File: config.mk
export PLATFORM = sky130hd
export DESIGN_NAME = usb_txn_ctrl_flat
export DESIGN_NICKNAME = d
export VERILOG_FILES = /design/src/rtl/usb_txn_ctrl_if.sv /design/src/rtl/usb_txn_ctrl.sv /design/src/flat_wrapper.sv
export SDC_FILE = /design/constraint.sdc
export NUM_CORES = 1
export LEC_CHECK = 0
export CAP_MARGIN = 15
export CORE_MARGIN = 4
export CORE_UTILIZATION = 40
export CTS_CLUSTER_SIZE = 8
export DETAILED_ROUTE_END_ITERATION = 6
export GPL_TIMING_DRIVEN = 0
export PLACE_DENSITY = 0.81
export SLEW_MARGIN = 20
export SYNTH_ARGS = -nofsm -noshare
export SYNTH_HDL_FRONTEND = slang
export SYNTH_SLANG_ARGS = --single-unit
export TNS_END_PERCENT = 100
File: constraint.sdc
create_clock -name clk -period 2.5 [get_ports clk]
set_clock_uncertainty 0.2 [all_clocks]
set_input_delay 0.375 -clock clk [delete_from_list [all_inputs] [get_ports clk]]
set_output_delay 0.375 -clock clk [all_outputs]
set_load 0.02 [all_outputs]
File: src/rtl/usb_txn_ctrl_if.sv
// Request/response and output/input pipe bundle for usb_txn_ctrl.
// master = host model + pipes, slave = the transaction controller.
interface usb_txn_ctrl_if;
  logic        req_valid;
  logic        req_is_in;
  logic [6:0]  req_addr;
  logic [3:0]  req_endp;
  logic [63:0] req_data;
  logic        req_ready;
  logic        done;
  logic        success;
  logic [63:0] rsp_data;
  logic [3:0]  out_pid;
  logic [6:0]  out_addr;
  logic [3:0]  out_endp;
  logic [63:0] out_data;
  logic        out_pktready;
  logic        out_done;
  logic        writing;
  logic        in_pktready;
  logic        in_error;
  logic        in_ack;
  logic        in_nak;
  logic [63:0] in_data;

  modport master (
    output req_valid, req_is_in, req_addr, req_endp, req_data,
    output out_done, in_pktready, in_error, in_ack, in_nak, in_data,
    input  req_ready, done, success, rsp_data,
    input  out_pid, out_addr, out_endp, out_data, out_pktready, writing
  );

  modport slave (
    input  req_valid, req_is_in, req_addr, req_endp, req_data,
    input  out_done, in_pktready, in_error, in_ack, in_nak, in_data,
    output req_ready, done, success, rsp_data,
    output out_pid, out_addr, out_endp, out_data, out_pktready, writing
  );
endinterface

File: src/rtl/usb_txn_ctrl.sv
// Host-side USB transaction sequencer: token/data/handshake, response timeout, retries.
// Optional feature macro: USB_TXN_DATA_TOGGLE_EN (DATA0/DATA1 toggle tracking).
module usb_txn_ctrl #(
  parameter int TIMEOUT   = 255,
  parameter int MAX_RETRY = 8
) (
  input logic           clk,
  input logic           rst_L,
  usb_txn_ctrl_if.slave bus
);
  localparam logic [3:0] PID_OUT   = 4'b0001;
  localparam logic [3:0] PID_IN    = 4'b1001;
  localparam logic [3:0] PID_DATA0 = 4'b0011;
  localparam logic [3:0] PID_DATA1 = 4'b1011;
  localparam logic [3:0] PID_ACK   = 4'b0010;

  typedef enum logic [3:0] {
    S_IDLE, S_TOKEN, S_TOKEN_WAIT, S_DATA, S_DATA_WAIT, S_HS_WAIT,
    S_RX_WAIT, S_SEND_ACK, S_ACK_WAIT, S_RETRY, S_DONE
  } state_t;

  state_t      r_state;
  logic        r_is_in;
  logic [6:0]  r_addr;
  logic [3:0]  r_endp;
  logic [63:0] r_data;
  logic [3:0]  r_att;
  logic [8:0]  r_tmo;
  logic        r_ok;
  logic        r_req_ready;
  logic        r_done;
  logic        r_success;
  logic        r_pktready;
  logic        r_writing;
  logic [3:0]  r_pid;
  logic [6:0]  r_oaddr;
  logic [3:0]  r_oendp;
  logic [63:0] r_odata;
  logic [63:0] r_rsp;

  logic        w_tmo_hit;
  logic        w_last;
  state_t      w_fail_nxt;
  logic [3:0]  w_data_pid;

`ifdef USB_TXN_DATA_TOGGLE_EN
  logic r_toggle;
  assign w_data_pid = r_toggle ? PID_DATA1 : PID_DATA0;
`else
  assign w_data_pid = PID_DATA0;
`endif

  assign w_tmo_hit  = (r_tmo == 9'(TIMEOUT));
  assign w_last     = (r_att == 4'(MAX_RETRY));
  // Exhaustion is decided in the wait state so a final failure reports as fast as a success.
  assign w_fail_nxt = w_last ? S_DONE : S_RETRY;

  always_ff @(posedge clk) begin
    if (!rst_L) begin
      r_state     <= S_IDLE;
      r_is_in     <= 1'b0;
      r_addr      <= '0;
      r_endp      <= '0;
      r_data      <= '0;
      r_att       <= '0;
      r_tmo       <= '0;
      r_ok        <= 1'b0;
      r_req_ready <= 1'b1;
      r_done      <= 1'b0;
      r_success   <= 1'b0;
      r_pktready  <= 1'b0;
      r_writing   <= 1'b0;
      r_pid       <= '0;
      r_oaddr     <= '0;
      r_oendp     <= '0;
      r_odata     <= '0;
      r_rsp       <= '0;
`ifdef USB_TXN_DATA_TOGGLE_EN
      r_toggle    <= 1'b0;
`endif
    end else begin
      r_pktready <= 1'b0;
      r_done     <= 1'b0;
      r_success  <= 1'b0;
      case (r_state)
        S_IDLE: begin
          r_req_ready <= 1'b1;
          if (bus.req_valid && r_req_ready) begin
            r_req_ready <= 1'b0;
            r_is_in     <= bus.req_is_in;
            r_addr      <= bus.req_addr;
            r_endp      <= bus.req_endp;
            r_data      <= bus.req_data;
            r_att       <= 4'd1;
            r_ok        <= 1'b0;
            r_writing   <= 1'b1;
            r_state     <= S_TOKEN;
          end
        end
        S_TOKEN: begin
          r_pid      <= r_is_in ? PID_IN : PID_OUT;
          r_oaddr    <= r_addr;
          r_oendp    <= r_endp;
          r_pktready <= 1'b1;
          r_state    <= S_TOKEN_WAIT;
        end
        S_TOKEN_WAIT: if (bus.out_done) begin
          r_tmo <= '0;
          if (r_is_in) begin
            r_writing <= 1'b0;
            r_state   <= S_RX_WAIT;
          end else begin
            r_state   <= S_DATA;
          end
        end
        S_DATA: begin
          r_pid      <= w_data_pid;
          r_odata    <= r_data;
          r_pktready <= 1'b1;
          r_state    <= S_DATA_WAIT;
        end
        S_DATA_WAIT: if (bus.out_done) begin
          r_tmo     <= '0;
          r_writing <= 1'b0;
          r_state   <= S_HS_WAIT;
        end
        S_HS_WAIT: begin
          r_tmo <= r_tmo + 9'd1;
          if (bus.in_error || bus.in_nak || bus.in_pktready) begin
            r_state <= w_fail_nxt;
          end else if (bus.in_ack) begin
            r_ok    <= 1'b1;
            r_state <= S_DONE;
`ifdef USB_TXN_DATA_TOGGLE_EN
            r_toggle <= ~r_toggle;
`endif
          end else if (w_tmo_hit) begin
            r_state <= w_fail_nxt;
          end
        end
        S_RX_WAIT: begin
          r_tmo <= r_tmo + 9'd1;
          if (bus.in_error || bus.in_nak) begin
            r_state <= w_fail_nxt;
          end else if (bus.in_pktready) begin
            r_rsp     <= bus.in_data;
            r_ok      <= 1'b1;
            r_writing <= 1'b1;
            r_state   <= S_SEND_ACK;
`ifdef USB_TXN_DATA_TOGGLE_EN
            r_toggle <= ~r_toggle;
`endif
          end else if (w_tmo_hit) begin
            r_state <= w_fail_nxt;
          end
        end
        S_SEND_ACK: begin
          r_pid      <= PID_ACK;
          r_pktready <= 1'b1;
          r_state    <= S_ACK_WAIT;
        end
        S_ACK_WAIT: if (bus.out_done) begin
          r_writing <= 1'b0;
          r_state   <= S_DONE;
        end
        S_RETRY: begin
          r_att     <= r_att + 4'd1;
          r_writing <= 1'b1;
          r_state   <= S_TOKEN;
        end
        S_DONE: begin
          r_done    <= 1'b1;
          r_success <= r_ok;
          r_state   <= S_IDLE;
        end
        default: r_state <= S_IDLE;
      endcase
    end
  end

  assign bus.req_ready    = r_req_ready;
  assign bus.done         = r_done;
  assign bus.success      = r_success;
  assign bus.rsp_data     = r_rsp;
  assign bus.out_pid      = r_pid;
  assign bus.out_addr     = r_oaddr;
  assign bus.out_endp     = r_oendp;
  assign bus.out_data     = r_odata;
  assign bus.out_pktready = r_pktready;
  assign bus.writing      = r_writing;
endmodule

File: src/flat_wrapper.sv
// flat-port wrapper written by rule: the top's interface ports become plain ports
module usb_txn_ctrl_flat 
#(
  parameter int TIMEOUT   = 255,
  parameter int MAX_RETRY = 8
)
  (clk, rst_L, bus_req_valid, bus_req_is_in, bus_req_addr, bus_req_endp, bus_req_data, bus_out_done, bus_in_pktready, bus_in_error, bus_in_ack, bus_in_nak, bus_in_data, bus_req_ready, bus_done, bus_success, bus_rsp_data, bus_out_pid, bus_out_addr, bus_out_endp, bus_out_data, bus_out_pktready, bus_writing);
  usb_txn_ctrl_if bus_i ();
  input logic clk;
  input logic rst_L;
  input wire logic [$bits(bus_i.req_valid)-1:0] bus_req_valid;
  input wire logic [$bits(bus_i.req_is_in)-1:0] bus_req_is_in;
  input wire logic [$bits(bus_i.req_addr)-1:0] bus_req_addr;
  input wire logic [$bits(bus_i.req_endp)-1:0] bus_req_endp;
  input wire logic [$bits(bus_i.req_data)-1:0] bus_req_data;
  input wire logic [$bits(bus_i.out_done)-1:0] bus_out_done;
  input wire logic [$bits(bus_i.in_pktready)-1:0] bus_in_pktready;
  input wire logic [$bits(bus_i.in_error)-1:0] bus_in_error;
  input wire logic [$bits(bus_i.in_ack)-1:0] bus_in_ack;
  input wire logic [$bits(bus_i.in_nak)-1:0] bus_in_nak;
  input wire logic [$bits(bus_i.in_data)-1:0] bus_in_data;
  output wire logic [$bits(bus_i.req_ready)-1:0] bus_req_ready;
  output wire logic [$bits(bus_i.done)-1:0] bus_done;
  output wire logic [$bits(bus_i.success)-1:0] bus_success;
  output wire logic [$bits(bus_i.rsp_data)-1:0] bus_rsp_data;
  output wire logic [$bits(bus_i.out_pid)-1:0] bus_out_pid;
  output wire logic [$bits(bus_i.out_addr)-1:0] bus_out_addr;
  output wire logic [$bits(bus_i.out_endp)-1:0] bus_out_endp;
  output wire logic [$bits(bus_i.out_data)-1:0] bus_out_data;
  output wire logic [$bits(bus_i.out_pktready)-1:0] bus_out_pktready;
  output wire logic [$bits(bus_i.writing)-1:0] bus_writing;
  assign bus_i.req_valid = bus_req_valid;
  assign bus_i.req_is_in = bus_req_is_in;
  assign bus_i.req_addr = bus_req_addr;
  assign bus_i.req_endp = bus_req_endp;
  assign bus_i.req_data = bus_req_data;
  assign bus_i.out_done = bus_out_done;
  assign bus_i.in_pktready = bus_in_pktready;
  assign bus_i.in_error = bus_in_error;
  assign bus_i.in_ack = bus_in_ack;
  assign bus_i.in_nak = bus_in_nak;
  assign bus_i.in_data = bus_in_data;
  assign bus_req_ready = bus_i.req_ready;
  assign bus_done = bus_i.done;
  assign bus_success = bus_i.success;
  assign bus_rsp_data = bus_i.rsp_data;
  assign bus_out_pid = bus_i.out_pid;
  assign bus_out_addr = bus_i.out_addr;
  assign bus_out_endp = bus_i.out_endp;
  assign bus_out_data = bus_i.out_data;
  assign bus_out_pktready = bus_i.out_pktready;
  assign bus_writing = bus_i.writing;
  usb_txn_ctrl #(.TIMEOUT(TIMEOUT), .MAX_RETRY(MAX_RETRY)) u_core (.clk(clk), .rst_L(rst_L), .bus(bus_i));
endmodule
==> metrics, run 1 <==
simple-gate share of the synthesized area=23.0%; relative slew slack=45.5%; commonest cells in the synthesized netlist=440 x nand2_1, 241 x dfxtp_1, 234 x a21oi_1; # rows=54; nets@finish=1610; Setup crit end kind=flop; Post-Syn Nets=1278; fill cell count=1885; Seq pwr share=42.6%; I/O Pins=296; routed wire length=28.9 mm; Yosys warnings=0; GRT Util Overall=22.1%; Avg WL per Cell=16.6 um; Final Hold Violating Endpoints=0; CTS clk-pin slew, worst paths=0.05 ns; status=complete, no violations; Synth Flop Type=dfxtp_1; antenna cell count=0; initial antenna violation count=1; FF+latch count, synth=241; EDFF count, synth=0; Port-buffer cells=294; Post-CTS Hold Fix Bufs=0; setup_tns=0 ns; Final Slew Violations=0; # setup viols final=0; total core area=22000 um^2; Internal=7.31 mW; CP Data Required Time=2.63 ns; post-DR vias/cell=5.07; cells after synthesis=1126; Placed Cells=1700; Synth Area in XOR/XNOR=0.196%; fin crit period=2.37 ns; Seq. cell area=4820 um^2; vias in the first global route=8555; Max Freq=422 MHz; Starting Density=40.8%; Compound-Gate Fraction of Synth Area=16.9%; Adder-Cell Fraction of Synth Area=0.559%; H-tree levels=2; Root Buffer=clkbuf_16; clock sinks=241; ranking of synthesized cells by area=dfxtp_1 54%, nand2_1 18%, a21oi_1 13%; CTS tree=built; CTS Buffer Depth=3; largest net degree at the start of global routing=11; Setup CP Type=in -> reg; Routed Antenna Nets=0; cell taking the most area after synthesis=dfxtp_1; overall die area=24900 um^2; grt ovf=0; ys async rst share=0%; gpl congestion=0.932; busiest metal layer after global routing=met2; Non-Filler Instances=1741; met3 usage=6.94%; Synth Area per Inst=7.96 um^2; Synth cell types=54; combinational power share=14.2%; Synth top area share=53.9%; Worst Path Arrival=2.50 ns; Slew @ Worst Pin=0.818 ns; Die Wd=158 um; peak supply drop=0.406 mV; largest family of logic cells by synthesized area=simple AND/OR/NAND/NOR gates; Post-DP HPWL=21.0 mm; top-count cell post-synth=nand2_1; CTS buffer count=36; Vias=8828; met1 Track Usage GR=25.6%; setup bufs post-CTS=0; worst-path maximum fanout=10; post-synthesis mux area share=0.112%; # DRC=0; DRT Pass-1 Iters=5; Sw Ratio=25.8%; class of the worst hold path=in -> reg; die boundary height=158 um; unrepaired setup endpoints after global routing=false; post-CTS sizing=0; share of cells above drive strength 1=6.64%; Leak Pwr=4.58 nW; cell area after synthesis=8960 um^2; Syn-to-layout area delta=47.7%; P per Cell Area=745 nW/um^2; initial drt markers=508; Period Utilization, post-route=94.9%; sequential fraction of the synthesis area=53.9%; Worst Setup Start Kind=primary input; clk_lat worst skew=0.50 ns; first-pass GRT wire length=43.9 mm; final hold slack=0.223 ns; max cap viols=0; Sw Pwr=2.54 mW; share of power burned in the clock network=43.1%; GR Util met2=38.9%; area occupied by multi-input gates=3650 um^2
[metal layers]
layer / vias up / part of all wire (%)
li1: 4363 / -
met1: 4052 / 40
met2: 349 / 49
met3: 62 / 8.9
met4: 2 / 2.8
met5: - / 0.038
[cell type report]
class | instances | share of cell area (%)
flip-flops and latches | 241 | 36.5
multi-input cells | 794 | 27.6
repair buffers | 294 | 22.2
clock buffers | 39 | 7.22
plain buffers | 81 | 3.34
well taps | 280 | 2.65
inverters | 10 | 0.284
clock inverters | 2 | 0.189
[worst max-delay path, cell delays in order]
cell and delay (ns):
clkdlybuf4s50_1 0.60, inv_1 0.19, clkbuf_1 0.56, clkbuf_1 0.69, a21oi_1 0.08
[logic make-up (layout without fill, tap and decap cells)]
group	Yosys count	after routing
other	1	1
buffers and inverters	91	426
flip-flops	241	241
adder cells (fa/ha/maj)	4	4
XOR/XNOR	2	2
AND/OR/NAND/NOR	506	506
multiplexers	1	1
AO/OA/AOI/OAI	280	280
[power groups by stage]
| stage | combinational, mW | clock (mW) | sequential, mW |
|---|---|---|---|
| floorplan | 0.758 | 0 | 4.28 |
| CTS | 1.41 | 4.34 | 4.20 |
| global route | 1.54 | 4.51 | 4.22 |
| global placement | 1.39 | 0 | 4.26 |
| detailed placement | 1.40 | 0 | 4.27 |
| finish | 1.40 | 4.25 | 4.20 |
[state kept, by name (all words and copies together), names as in the netlist]
| signal | count |
|---|---|
| u_core.r_tmo | 9 |
| u_core.bus.done | 1 |
| u_core.bus.out_pid | 3 |
| u_core.bus.rsp_data | 64 |
| u_core.bus.writing | 1 |
| u_core.r_is_in | 1 |
| u_core.bus.out_data | 64 |
| u_core.bus.out_endp | 4 |
| u_core.r_addr | 7 |
| u_core.r_endp | 4 |
| u_core.r_state | 4 |
| u_core.r_att | 4 |
| u_core.bus.success | 1 |
| u_core.r_data | 64 |
| u_core.bus.out_pktready | 1 |
| u_core.bus.out_addr | 7 |
| u_core.r_ok | 1 |
| u_core.bus.req_ready | 1 |
[per-stage QoR]
| stage | utilization, % | cell area (um^2) | worst slack (ns) | power, mW |
|---|---|---|---|---|
| after global placement | 55.8 | 12300 | -0.341 | 5.65 |
| after global routing | 60.3 | 13200 | 0.00991 | 10.3 |
| after detailed placement | 55.8 | 12300 | -0.342 | 5.67 |
| after floorplan | - | 8960 | 0.627 | 5.04 |
| final | 60.3 | 13200 | 0.128 | 9.85 |
| after CTS | 60.3 | 13200 | 0.143 | 9.95 |
[path summary, 6_finish.rpt]
check,start,to,slack (ns),depth (start not counted)
max,rst_L,u_core.bus.out_data[38],0.13,5
min,bus_req_data[62],u_core.r_data[62],0.22,3
max reg2reg,u_core.r_state[1],u_core.r_ok,0.20,6
min reg2reg,u_core.r_addr[6],u_core.bus.out_addr[6],0.24,2
[layout by cell type, fill, tap and decap left out, types with 3 or more instances in the layout]
master           synthesis  final
nand2_1                440    440
clkdlybuf4s50_1          0    294
dfxtp_1                241    241
a21oi_1                234    234
clkbuf_16                0     38
clkbuf_1                34     35
buf_2                   29     29
nor2_1                  15     15
o21ai_0                 13     13
inv_1                    9      9
buf_4                    9      9
buf_6                    9      9
nand3_1                  8      8
nor2b_1                  6      6
or3_1                    4      4
a22oi_1                  4      4
o31ai_1                  4      4
ha_1                     4      4
nand4_1                  3      3
nand2b_1                 3      3
nor3_1                   3      3
nand3b_1                 3      3
o221ai_1                 3      3
and3_1                   3      3
or4_1                    3      3
Power figures use the tool's default switching activity.
==> run 2: changes to the inputs <==
--- a/config.mk
+++ b/config.mk
@@ -8,7 +8,6 @@
 export CAP_MARGIN = 15
 export CORE_MARGIN = 4
 export CORE_UTILIZATION = 40
-export CTS_CLUSTER_SIZE = 8
 export DETAILED_ROUTE_END_ITERATION = 6
 export GPL_TIMING_DRIVEN = 0
 export PLACE_DENSITY = 0.81
==> constraint.sdc (replaced) <==
create_clock -name clk -period 2.4 [get_ports clk]
set_clock_uncertainty 0.2 [all_clocks]
set_input_delay 0.36 -clock clk [delete_from_list [all_inputs] [get_ports clk]]
set_output_delay 0.36 -clock clk [all_outputs]
set_load 0.05 [all_outputs]
==> run 2 against run 1 <==
Register-to-register slack lost 0.05 ns. Sequential power grew 4%. Die area is the same. First-iteration DRC count grew 5.9%. Via count grew 0.10%. Largest power group is now registers. Critical endpoint is now bus_writing. Count of clock-buffer cells in the layout shrank 3. Flip-flop and latch count is the same. Highest routed layer unchanged. Routed wire length shrank 1.5%. Clock power shrank 4%. Critical path depth shrank 4. Design area shrank 0.58%.
==> metrics, run 2 (synthesis results as in run 1) <==
crit-path cells=clkdlybuf4s50_1; CTS buffer count=26 (-28%); Syn-to-layout area delta=46.8%; DRT Pass-1 Iters=7 (+2); worst-path maximum fanout=3 (-7); Routed Antenna Nets=0 (unchanged); unrepaired setup endpoints after global routing=false; # rows=54 (unchanged); Worst Path Arrival=1.74 ns (-0.76 ns); Final Hold Violating Endpoints=0 (unchanged); Critical R2R Capture=u_core.bus.out_data[32]; Post-DP HPWL=21.0 mm (unchanged); routed wire length=28.5 mm (-1.5%); fill cell count=1922 (+2.0%); min-delay src=bus_req_data[62]; Vias=8837 (+0.10%); Starting Density=40.8% (unchanged); Design Area, Final=13200 um^2 (-0.58%); peak supply drop=0.471 mV (+16%); Period Utilization, post-route=95.9%; P per Cell Area=762 nW/um^2 (+2.3%); die boundary height=158 um (unchanged); GRT Util Overall=21.6% (-0.49 points); fin crit period=2.30 ns; Avg WL per Cell=16.3 um (-1.9%); share of cells above drive strength 1=6.95% (+0.31 points); class of the worst hold path=in -> reg; leading cell type in the layout, fill and taps excluded=nand2_1; R2R cell count=6 (unchanged); CTS clk-pin slew, worst paths=0.06 ns (about the same); Setup crit end kind=output port; nets@finish=1602 (-0.50%); flop-to-flop setup slack=0.15 ns (-0.05 ns); max incr delay on CP=0.83 ns (+0.14 ns); initial antenna violation count=1 (unchanged); largest net degree at the start of global routing=14 (+3); Port-buffer cells=294 (unchanged); pre-CTS WS=-0.427 ns (-0.0850 ns); Final Slew Violations=0 (unchanged); first-pass GRT wire length=43.2 mm (-1.4%); clock sinks=241 (unchanged); overall die area=24900 um^2 (unchanged); Root Buffer=clkbuf_16; CP max-delay cell=clkdlybuf4s50_1; initial drt markers=538 (+5.9%); CTS Buffer Depth=3 (unchanged); relative slew slack=48.6% (+3.1 points); clk_lat worst skew=0.52 ns (+0.02 ns); hold path depth=3 (unchanged); placed cell areas=12300 um^2 (unchanged); status=complete, no violations; gpl congestion=0.932 (unchanged); Post-CTS Hold Fix Bufs=0 (unchanged); Levels on crit path=1 (-4); Die Wd=158 um (unchanged); Slew @ Worst Pin=0.771 ns (-0.0468 ns); crit-path leading delay family=buffers and inverters; Max Freq=435 MHz; max cap viols=0 (unchanged); H-tree levels=1 (-1); Leak Pwr=4.56 nW (-0.49%); antenna cell count=0 (unchanged); post-DR vias/cell=5.06 (-0.30%); grt ovf=0 (unchanged); # DRC=0 (unchanged); CP Data Required Time=1.84 ns (-0.79 ns); count of buffer and inverter cells on the critical path=1 (-3); # setup viols final=0 (unchanged); Worst Setup Start Kind=flop; reg2reg start=u_core.r_state[1]; vias in the first global route=8418 (-1.6%); total core area=22000 um^2 (unchanged); CTS tree=built; Hold Crit Endpoint=u_core.r_data[62]; commonest cells after routing, fill and taps aside=440 x nand2_1, 293 x clkdlybuf4s50_1, 241 x dfxtp_1; fin worst setup slack=0.0987 ns (-0.0293 ns); Setup CP Type=reg -> out; I/O Pins=296 (unchanged)
run 2: metrics by stage:
stage	util [%]	TNS [ns]	hold slack (ns)	power [mW]	cells
after global routing	59.9	0	0.174	10.4	1748
after detailed placement	55.8	-48.01	0.244	5.99	1700
after CTS	59.8	0	0.167	10.1	1746
after global placement	55.8	-45.44	0.236	5.97	1700
final	59.9	0	0.185	10.0	1748
after floorplan	-	0	0.227	5.33	1126
run 2: power by group:
group | internal (mW) | leakage (nW) | switching [mW] | total (mW)
sequential | 4.23 | 1.95 | 0.135 | 4.36
clock | 2.52 | 0.443 | 1.59 | 4.10
combinational | 0.611 | 2.16 | 0.943 | 1.55
total | 7.36 | 4.56 | 2.66 | 10.0
run 2: worst max-delay path by stage:
stage	from	end	slack [ns]
finish	u_core.bus.writing	bus_writing	0.1
global route	rst_L	u_core.r_state[3]	0.01
CTS	u_core.bus.req_ready	bus_req_ready	0.02
detailed placement	rst_L	u_core.bus.out_data[34]	-0.43
global placement	rst_L	u_core.bus.out_data[35]	-0.43
floorplan	u_core.r_tmo[0]	u_core.r_state[1]	0.53
run 2: per-layer routing:
layer / up-vias / GRT usage (%) / part of all wire [%]
li1: 4369 / - / -
met1: 4050 / 25.3 / 40
met2: 352 / 38.3 / 48
met3: 64 / 6.23 / 8.8
met4: 2 / 6.23 / 2.9
met5: - / 0 / 0.039
run 2: final cells by class:
cell class / instances / area [um^2] / area share (%)
Inverter: 10 / 37.5 / 0.285
Sequential cell: 241 / 4820 / 36.7
Timing Repair Buffer: 296 / 2960 / 22.5
Multi-Input combinational cell: 794 / 3650 / 27.8
Buffer: 81 / 443 / 3.37
Clock buffer: 36 / 759 / 5.77
Tap cell: 280 / 350 / 2.66
Clock inverter: 10 / 125 / 0.951
run 2: what timing repair did:
item	in CTS	in global routing
resized for setup	0	3
buffers inserted	0	2
endpoints found under the setup margin	0	30
==> run 3: changes to the inputs <==
--- a/config.mk
+++ b/config.mk
@@ -10,7 +10,7 @@
 export CORE_UTILIZATION = 40
 export DETAILED_ROUTE_END_ITERATION = 6
 export GPL_TIMING_DRIVEN = 0
-export PLACE_DENSITY = 0.81
+export PLACE_DENSITY = 0.84
 export SLEW_MARGIN = 20
 export SYNTH_ARGS = -nofsm -noshare
 export SYNTH_HDL_FRONTEND = slang
==> constraint.sdc (replaced) <==
create_clock -name clk -period 1.9 [get_ports clk]
set_clock_uncertainty 0.2 [all_clocks]
set_input_delay 0.285 -clock clk [delete_from_list [all_inputs] [get_ports clk]]
set_output_delay 0.285 -clock clk [all_outputs]
set_load 0.05 [all_outputs]
==> run 3 against run 2 <==
Via count rose by 0.84%. Setup slack got worse by 0.068 ns. Critical endpoint is now bus_out_endp[3]. Power rose by 26%. Clock power rose by 24%. Final cell count rose by 0.40%. Global-route usage rose by 0.26 points. Highest routed layer unchanged. Die area did not move. Count of clock-buffer cells in the layout rose by 2. Design area rose by 0.57%.
==> metrics, run 3 (synthesis results as in run 1) <==
nets@finish=1609 (+0.44%); # setup viols final=0 (unchanged); CTS Buffer Depth=3 (unchanged); CP Data Required Time=1.41 ns (-0.43 ns); DRT Pass-1 Iters=5 (-2); grt ovf=0 (unchanged); Power Total=12.6 mW (+26%); max incr delay on CP=0.54 ns (-0.29 ns); die boundary height=158 um (unchanged); Post-CTS Hold Fix Bufs=0 (unchanged); # DRC=0 (unchanged); Starting Density=40.8% (unchanged); Max Freq=535 MHz; post-DR vias/cell=5.08 (+0.44%); Die Wd=158 um (unchanged); share of cells above drive strength 1=13.2% (+6.2 points); Internal=9.28 mW (+26%); Routed Antenna Nets=0 (unchanged); Sw Pwr=3.36 mW (+26%); gpl congestion=0.864 (-7.3%); Post-DP HPWL=21.1 mm (+0.68%); vias in the first global route=8581 (+1.9%); clock sinks=241 (unchanged); Port-buffer cells=294 (unchanged); antenna cell count=0 (unchanged); peak supply drop=0.611 mV (+30%); Setup CP Type=reg -> out; Leak Pwr=4.98 nW (+9.2%); CP max-delay cell=clkdlybuf4s15_1; commonest cells after routing, fill and taps aside=439 x nand2_1, 235 x dfxtp_1, 233 x a21oi_1; Syn-to-layout area delta=47.7%; I/O Pins=296 (unchanged); worst-path maximum fanout=2 (-1); CTS clk-pin slew, worst paths=0.06 ns (about the same); GRT Util Overall=21.8% (+0.26 points); Final Hold Violating Endpoints=0 (unchanged); routed wire length=29.1 mm (+2.1%); largest net degree at the start of global routing=14 (unchanged); first-pass GRT wire length=43.8 mm (+1.2%); P per Cell Area=956 nW/um^2 (+25%); leading cell type in the layout, fill and taps excluded=nand2_1; # rows=54 (unchanged); max cap viols=0 (unchanged); initial drt markers=531 (-1.3%); fin crit period=1.87 ns; Placed Cells=1700 (unchanged); combinational power share=16.0% (+0.5 points); Period Utilization, post-route=98.4%; count of buffer and inverter cells on the critical path=1 (unchanged); Worst Setup Start Kind=flop; CTS tree=built; Non-Filler Instances=1755 (+0.40%); Final Slew Violations=0 (unchanged); Sw Ratio=26.6% (about the same); Setup crit end kind=output port; total core area=22000 um^2 (unchanged); relative slew slack=55.9% (+7.2 points); crit-path leading delay family=buffers and inverters; Slew @ Worst Pin=0.662 ns (-0.109 ns); crit-path cells=clkdlybuf4s15_1; unrepaired setup endpoints after global routing=true; clk_lat worst skew=0.51 ns (about the same); CTS buffer count=25 (-3.8%); Seq pwr share=43.6% (about the same); Root Buffer=clkbuf_16; share of power burned in the clock network=40.4% (-0.5 points); Vias=8911 (+0.84%); Worst Path Arrival=1.38 ns (-0.36 ns); initial antenna violation count=2 (+1); H-tree levels=1 (unchanged); status=complete, no violations; class of the worst hold path=in -> reg; Avg WL per Cell=16.6 um (+1.7%); overall die area=24900 um^2 (unchanged)
[run 3: cell types whose count changed in the layout (fill, tap and decap cells not counted), moves of 12 or more]
cell             previous run  this run
buf_2                      29        17
clkbuf_1                   37        24
clkbuf_2                    1        49
clkdlybuf4s15_1             0        62
clkdlybuf4s15_2             0        15
clkdlybuf4s50_1           293       147
dlygate4sd2_1               0        36
[run 3: area by class of cell]
class | count | area, um^2
Clock inverter | 7 | 118
Tap cell | 280 | 350
Buffer | 81 | 528
Clock buffer | 38 | 754
Multi-Input combinational cell | 794 | 3770
Fill cell | 1877 | 8730
Inverter | 10 | 37.5
Sequential cell | 241 | 4840
Timing Repair Buffer | 304 | 2830
[run 3: final timing paths]
check,startpoint,end,slack [ns],depth (start not counted)
max,u_core.bus.out_endp[3],bus_out_endp[3],0.03,1
min,bus_req_data[29],u_core.r_data[29],0.11,3
max reg2reg,u_core.r_state[3],u_core.bus.rsp_data[43],0.04,7
min reg2reg,u_core.r_data[54],u_core.bus.out_data[54],0.25,2
[run 3: power by group through the flow]
stage	Clock (mW)	Sequential (mW)	Combinational (mW)
floorplan	0	5.74	1.00
global route	5.39	5.54	2.22
CTS	5.18	5.51	2.00
global placement	0	5.60	1.93
finish	5.10	5.51	2.03
detailed placement	0	5.61	1.96
[run 3: repair_timing]
action                                  CTS  global route
buffers inserted                          6             4
gates resized for setup                 241           147
pin swaps                                 5             7
endpoints found under the setup margin  356           299
[run 3: stage by stage]
step / setup slack [ns] / utilization (%) / hold slack [ns] / instance area [um^2] / setup TNS (ns)
after floorplan: 0.0271 / - / 0.161 / 8960 / 0
after global placement: -0.681 / 55.8 / 0.236 / 12300 / -123.02
after detailed placement: -0.684 / 55.8 / 0.243 / 12300 / -126.75
after CTS: -0.0147 / 59.8 / 0.0982 / 13100 / -0.0266
after global routing: -0.0563 / 60.3 / 0.0987 / 13200 / -1.13
final: 0.0302 / 60.3 / 0.113 / 13200 / 0
[run 3: metal layers]
| layer | vias up | GRT usage [%] | wire, um |
|---|---|---|---|
| met5 | - | 0 | 25 |
| met1 | 4106 | 25.5 | 11300 |
| met2 | 359 | 38.4 | 14100 |
| li1 | 4375 | - | - |
| met4 | 4 | 7.13 | 932 |
| met3 | 67 | 6.48 | 2750 |
